[src/rtl/tdm_demux16_pkg.sv]
// Shared constants and lane decode helper for the 16-lane TDM mux/demux pair.
// Used by both the receive-side demux and the mux-side sequencer.
package tdm_demux16_pkg;

    localparam int N_LANES = 16;
    localparam int SEL_W   = 4;

    localparam logic [SEL_W-1:0] SLOT_ONE  = SEL_W'(1);
    localparam logic [SEL_W-1:0] SLOT_LAST = SEL_W'(N_LANES - 1);

    function automatic logic [N_LANES-1:0] onehot(input logic [SEL_W-1:0] idx);
        logic [N_LANES-1:0] v;
        v      = '0;
        v[idx] = 1'b1;
        return v;
    endfunction

endpackage

[src/rtl/tdm_demux16_demux1to16.sv]
// Combinational 1-to-16 lane decoder: one write-enable per lane.
// Mirrors the select decode of the transmit-side 16:1 mux.
module tdm_demux16_demux1to16
    import tdm_demux16_pkg::*;
(
    input  logic [SEL_W-1:0]   sel,
    input  logic               en,
    output logic [N_LANES-1:0] we
);

    always_comb begin
        we = '0;
        if (en) begin
            we = onehot(sel);
        end
    end

endmodule

[src/rtl/tdm_demux16.sv]
// 1-to-16 TDM demultiplexer/deserializer: steers serial bits to lanes,
// publishes each completed frame as a parallel word, flags mid-frame resyncs.
module tdm_demux16
    import tdm_demux16_pkg::*;
(
    input  logic               clk,
    input  logic               rst,
    input  logic               din,
    input  logic               din_valid,
    input  logic               frame_start,
    output logic [SEL_W-1:0]   slot,
    output logic [N_LANES-1:0] lane_strobe,
    output logic [N_LANES-1:0] word,
    output logic               word_valid,
    output logic               sync_err
);

    logic [SEL_W-1:0]   slot_q, slot_d;
    logic [SEL_W-1:0]   eff_slot;
    logic [N_LANES-1:0] shadow_q, shadow_d;
    logic [N_LANES-1:0] word_q, word_d;
    logic [N_LANES-1:0] strobe_q, strobe_d;
    logic [N_LANES-1:0] lane_we;
    logic               word_valid_q, word_valid_d;
    logic               sync_err_q, sync_err_d;

    // frame_start pins the current bit to slot 0 regardless of the counter
    always_comb begin
        eff_slot = slot_q;
        if (frame_start) begin
            eff_slot = '0;
        end
    end

    tdm_demux16_demux1to16 u_demux (
        .sel (eff_slot),
        .en  (din_valid),
        .we  (lane_we)
    );

    always_comb begin
        slot_d       = slot_q;
        word_d       = word_q;
        word_valid_d = 1'b0;
        sync_err_d   = 1'b0;
        strobe_d     = lane_we;
        shadow_d     = (shadow_q & ~lane_we) | (lane_we & {N_LANES{din}});
        if (din_valid) begin
            slot_d     = eff_slot + SLOT_ONE;
            sync_err_d = frame_start && (slot_q != '0);
            if (eff_slot == SLOT_LAST) begin
                word_d       = {din, shadow_q[N_LANES-2:0]};
                word_valid_d = 1'b1;
            end
        end
    end

    always_ff @(posedge clk) begin
        if (rst) begin
            slot_q       <= '0;
            shadow_q     <= '0;
            word_q       <= '0;
            strobe_q     <= '0;
            word_valid_q <= 1'b0;
            sync_err_q   <= 1'b0;
        end else begin
            slot_q       <= slot_d;
            shadow_q     <= shadow_d;
            word_q       <= word_d;
            strobe_q     <= strobe_d;
            word_valid_q <= word_valid_d;
            sync_err_q   <= sync_err_d;
        end
    end

    assign slot        = slot_q;
    assign lane_strobe = strobe_q;
    assign word        = word_q;
    assign word_valid  = word_valid_q;
    assign sync_err    = sync_err_q;

endmodule
[config.mk]
export PLATFORM = sky130hd
export DESIGN_NAME = tdm_demux16
export DESIGN_NICKNAME = d
export VERILOG_FILES = /design/src/rtl/tdm_demux16_pkg.sv /design/src/rtl/tdm_demux16_demux1to16.sv /design/src/rtl/tdm_demux16.sv
export SDC_FILE = /design/constraint.sdc
export NUM_CORES = 1
export LEC_CHECK = 0
export CORE_MARGIN = 4
export CORE_UTILIZATION = 49
export CTS_CLUSTER_DIAMETER = 200
export DETAILED_ROUTE_END_ITERATION = 8
export PLACE_DENSITY_LB_ADDON = 0.15
export SYNTH_ARGS = -nofsm -noshare
export SYNTH_HDL_FRONTEND = slang
export SYNTH_SLANG_ARGS = --single-unit
[constraint.sdc]
create_clock -name clk -period 1.88 [get_ports clk]
set_input_delay 0.376 -clock clk [delete_from_list [all_inputs] [get_ports clk]]
set_output_delay 0.376 -clock clk [all_outputs]
set_load 0.01 [all_outputs]
======== After elaboration in Yosys (flattened, before gate mapping) ========
Cells that the tools add are included.
storage, ports and cells
  register bits after elaboration ......... 54
  input port bits ......................... 5
  output and inout port bits .............. 38
  word-level logic and storage cells ...... 25
operators by class
  add/sub/neg operators ................... 1
  magnitude comparators ................... 2
  eq/ne operators ......................... 1
  mux-type cells .......................... 5
  bitwise gates (word level) .............. 5
  reduce and logical (&&, ||, !) cells .... 5
operators with widths
  cell                 count
  $and 16x16->16       2
  $mux 16              1
  $not 16->16          1
  $or 16x16->16        1
  $lt 4x5->1 const B   1
  $add 4x1->4 const B  1
  $demux 1 s4          1
  $eq 4x4->1 const B   1
  $ge 4x1->1 const B   1
  $mux 4               1
  $reduce_bool 4->1    1
  $logic_and 1x1->1    2
  $mux 1               2
  $reduce_and 2->1     1
  $reduce_or 2->1      1
  $not 1->1            1

======== Depth between registers and ports, before layout ========
  depth after elaboration ................. 9
  mapped depth ............................ 6
  depth with buffers taken out ............ 3

======== By module ========
A second synthesis with hierarchy kept.
unflattened totals
  cells, all modules ...................... 204
  area, all modules ....................... 2067.0 um^2
modules (own cells, without submodules)
  module                  times used  cells each  area each (um^2)  seq. area each (um^2)
  tdm_demux16             1           181         1949.4            1061.0
  tdm_demux16_demux1to16  1           23          117.6             0.0

======== Least setup slack after synthesis ========
OpenSTA, ideal clock, no wires.
  kind .................................... register to register
  from .................................... register slot_q[2], in the netlist slot[2]
  to ...................................... register word_q[0], in the netlist word[0]
  setup time .............................. 0.116 ns
  arrival ................................. 1.378 ns
  data required time ...................... 1.764 ns
  slack ................................... 0.386 ns
  stages on the path, launching flop included .. 7
  buffers on the path ..................... 3
  clock period less this slack ............ 1.494 ns
  cell sequence ........................... dfxtp_1 -> buf_2 -> nand4b_2 -> or2_1 -> buf_2 -> buf_6 -> a31o_1
on the way
  word-level cells in the longest chain between the ends .. 3
ends and longest elaborated chain
  what                        RTL line           source
  start, declared             tdm_demux16.sv:18  logic [SEL_W-1:0] slot_q, slot_d;
  start signal, assigned      tdm_demux16.sv:67  slot_q <= slot_d;
  $mux 4                      tdm_demux16.sv:30  if (frame_start) begin
  $eq 4x4->1                  tdm_demux16.sv:51  if (eff_slot == SLOT_LAST) begin
  $reduce_and 2->1 (no line)  -
  end signal, assigned        tdm_demux16.sv:69  word_q <= word_d;
  end, declared               tdm_demux16.sv:21  logic [N_LANES-1:0] word_q, word_d;
Every way passes these cells.
A chain may end at the register's enable or synchronous reset.

======== Final worst setup path ========
  from .................................... register slot_q[3], in the netlist slot[3]
  to ...................................... output port slot[3]
RTL lines
  what           RTL line           source
  end, declared  tdm_demux16.sv:11  output logic [SEL_W-1:0] slot,
No word-level cell between the ends.

==> out/metrics.json <==
{
  "count_of_port_buffers_added_during_placement": {"value": 42},
  "rows": {"value": 22},
  "synth.lib_cells_used.distinct": {"value": 34},
  "asyncSetResetFlopFracSynth": {"value": 0},
  "average_instance_area_after_synthesis": {"value": 9.98, "unit": "um^2"},
  "die-width": {"value": 71.7, "unit": "um"},
  "finalCritPeriodShare": {"value": 0.953},
  "synthSimpleGateAreaFrac": {"value": 0.249},
  "detail_route.drc_violations": {"value": 0},
  "worst-slew-pin-transition": {"value": 0.622, "unit": "ns"},
  "postCtsSetupRepairBufs": {"value": 0},
  "track_usage": {"value": 0.183},
  "yosys.area_share.adder": {"value": 0},
  "netlist_area": {"value": 0.00199, "unit": "mm^2"},
  "p_total": {"value": 1.93, "unit": "mW"},
  "cell_breakdown_of_the_critical_path": {"value": "clkdlybuf4s50_1"},
  "syn-num-nets": {"value": 204},
  "critical_path_arrival": {"value": 1.42, "unit": "ns"},
  "fin_setup_tns": {"value": 0, "unit": "ns"},
  "cts_inserted_buffers": {"value": 5},
  "final-max-slew-violation-count": {"value": 0},
  "clock_tree_buf_depth": {"value": 2},
  "cp_max_fo": {"value": 9},
  "leakage_power_of_the_design": {"value": 0.974, "unit": "nW"},
  "criticalPathCategory": {"value": "reg -> out"},
  "worst_skew_pair.late_latency": {"value": 0.30, "unit": "ns"},
  "num_antenna_cells": {"value": 0},
  "design.final.nets": {"value": 255},
  "cp_num_buf_inv": {"value": 1},
  "final.min_clock_period": {"value": 1.79, "unit": "ns"},
  "synthTopCellsByCount": {"value": "sky130_fd_sc_hd__dfxtp_1, sky130_fd_sc_hd__nor3_1, sky130_fd_sc_hd__nor2_1"},
  "drv_cap": {"value": 0},
  "ant_nets": {"value": 0},
  "post-synth-top-area-cell": {"value": "sky130_fd_sc_hd__dfxtp_1"},
  "cell_with_the_largest_stage_delay_on_the_worst_path": {"value": "sky130_fd_sc_hd__clkdlybuf4s50_1"},
  "synth_top_area_share": {"value": 0.534},
  "cp_top_delay_family": {"value": "buffers and inverters"},
  "die_h": {"value": 71.7, "unit": "um"},
  "power.density": {"value": 730, "unit": "mW/mm^2"},
  "number_of_iterations_in_the_first_detailed_routing_pass": {"value": 4},
  "dp_hpwl": {"value": 3090, "unit": "um"},
  "finalWeightedCongestion": {"value": 0.881},
  "worst_setup_path_end_kind": {"value": "output port"},
  "floorplan.initialDensity": {"value": 0.523},
  "detailedRoute.firstIterationViolations": {"value": 111},
  "ios": {"value": 43},
  "fin_worst_skew": {"value": 0.00497, "unit": "ns"},
  "compound_gate_portion_of_the_synthesized_area": {"value": 0.0958},
  "num_vias": {"value": 1589},
  "synthToLayoutAreaGrowth": {"value": 32.8, "unit": "%"},
  "global_route_wire_length_before_repair": {"value": 7470, "unit": "um"},
  "synth-seq-cells": {"value": 53},
  "avgViaCountPerCell": {"value": 5.31},
  "critPathMaxStageDelay": {"value": 0.60, "unit": "ns"},
  "cts_tree": {"value": "done"},
  "worstSetupStartpointType": {"value": "flop"},
  "setup_repair_after_global_routing_missed_its_margin": {"value": "no"},
  "max_slew_margin": {"value": 0.585},
  "yosysSeqAreaShare": {"value": 0.534},
  "setup_viol_count_final": {"value": 0},
  "synth.yosys.warnings": {"value": 0},
  "via_count_of_the_first_global_routing_pass": {"value": 1560},
  "filler_cell_count": {"value": 307},
  "root_buffer": {"value": "sky130_fd_sc_hd__clkbuf_8"},
  "yosys.area_share.xor_xnor": {"value": 0},
  "outcome": {"value": "finished, final reports clean"},
  "synth.most_common_cell": {"value": "sky130_fd_sc_hd__dfxtp_1"},
  "timing_hold_violations_final": {"value": 0},
  "hold_path.class": {"value": "reg -> reg"},
  "htree_levels": {"value": 2},
  "worst_setup_hold_path_clk_slew": {"value": 0.08, "unit": "ns"},
  "synth_top_flop_cell": {"value": "sky130_fd_sc_hd__dfxtp_1"},
  "synth_top_family_by_area": {"value": "simple AND/OR/NAND/NOR gates"},
  "max_freq": {"value": 0.558, "unit": "GHz"},
  "count_of_mapped_cells_out_of_synthesis": {"value": 199},
  "number_of_flops_mapped_to_enable_cells_by_yosys": {"value": 0},
  "worstPathRequired": {"value": 1.50, "unit": "ns"},
  "antenna_found_initial": {"value": 0},
  "power.ir.vdd_worst": {"value": 0.745, "unit": "mV"},
  "detail_route.wirelength": {"value": 4300, "unit": "um"},
  "die-area": {"value": 0.00514, "unit": "mm^2"},
  "grt_start_max_net_pins": {"value": 23},
  "coreArea": {"value": 0.00380, "unit": "mm^2"},
  "final_layout_size_suffix_gt1_frac": {"value": 0.135},
  "multiplexer_area_fraction_after_synthesis": {"value": 0.0762},
  "route.detailed.wl_per_inst": {"value": 14.4, "unit": "um"},
  "count_of_clock_tree_sinks": {"value": 53},
  "synth_area_leaders": {"value": "sky130_fd_sc_hd__dfxtp_1, sky130_fd_sc_hd__mux2i_1, sky130_fd_sc_hd__a31o_1"},
  "grt_remaining_overflow": {"value": 0}
}
## cells by family (layout without fill, tap and decap cells)
kind of cell / Yosys count / count (layout)
AO/OA/AOI/OAI: 25 / 25
buffers and inverters: 20 / 72
flip-flops: 53 / 53
multiplexers: 15 / 15
AND/OR/NAND/NOR: 86 / 86
## per-stage QoR
stage / hold WS, ns / cell area, um^2 / instances / util / setup slack [ns]
final: 0.479 / 2640 / 299 / 0.694 / 0.0884
after global routing: 0.507 / 2640 / 299 / 0.694 / 0.0492
after CTS: 0.486 / 2640 / 299 / 0.694 / 0.0423
after detailed placement: 0.464 / 2530 / 291 / 0.667 / 0.00423
after global placement: 0.456 / 2530 / 291 / 0.667 / 0.0377
after floorplan: 0.459 / 1990 / 199 / - / 0.386
## report_power, final
group | switching, mW | leakage (nW) | internal (mW)
logic | 0.0631 | 0.492 | 0.0575
clock network | 0.337 | 0.0542 | 0.333
registers | 0.00553 | 0.428 | 1.13
## cell type report
| class | count | area [um^2] | area share |
|---|---|---|---|
| repair buffers | 62 | 571 | 0.216 |
| inverters | 2 | 7.51 | 0.00285 |
| clock buffers | 7 | 96.3 | 0.0365 |
| flip-flops and latches | 53 | 1060 | 0.403 |
| multi-input cells | 126 | 836 | 0.317 |
| clock inverters | 1 | 5.00 | 0.00190 |
| well taps | 48 | 60.1 | 0.0228 |
## placed cells by master (no fill, tap or decap), types with 2 or more instances in the layout
cell type	count
sky130_fd_sc_hd__nand2b_1	16
sky130_fd_sc_hd__or4b_1	2
sky130_fd_sc_hd__nor4b_1	3
sky130_fd_sc_hd__o21ai_0	3
sky130_fd_sc_hd__nand4bb_1	2
sky130_fd_sc_hd__clkbuf_8	7
sky130_fd_sc_hd__nand3_1	2
sky130_fd_sc_hd__mux2i_1	14
sky130_fd_sc_hd__a31oi_1	2
sky130_fd_sc_hd__nor3_1	22
sky130_fd_sc_hd__dfxtp_1	52
sky130_fd_sc_hd__a31o_1	15
sky130_fd_sc_hd__nor2_1	18
sky130_fd_sc_hd__nor3b_1	2
sky130_fd_sc_hd__nand2_1	7
sky130_fd_sc_hd__buf_4	20
sky130_fd_sc_hd__a21oi_1	3
sky130_fd_sc_hd__clkdlybuf4s50_1	42
sky130_fd_sc_hd__nor2b_1	3
## routing by layer
metal	track usage	vias up	share of wire
met5	0	-	0
met4	0.0438	0	0.0098
met3	0.0477	5	0.056
met2	0.303	43	0.47
met1	0.240	742	0.46
li1	-	799	-
## path summary, 6_finish.rpt
path	slack [ns]	endpoint	from	depth (start not counted)
worst min-delay path	0.48	word[4]$_SDFFE_PP0P_	word[4]$_SDFFE_PP0P_	1
worst max register to register	0.40	flop	slot[3]$_SDFFE_PP0P_	4
worst min register to register	0.48	word[4]$_SDFFE_PP0P_	word[4]$_SDFFE_PP0P_	1
worst max-delay path	0.09	slot[3]	slot[3]$_SDFFE_PP0P_	1
## timing repair
item                                    4_1_cts  5_1_grt
gates resized for setup                       0        1
hold buffers                                  0        0
endpoints found under the setup margin        0        1
Note: power is estimated with default switching activity, not from simulation.
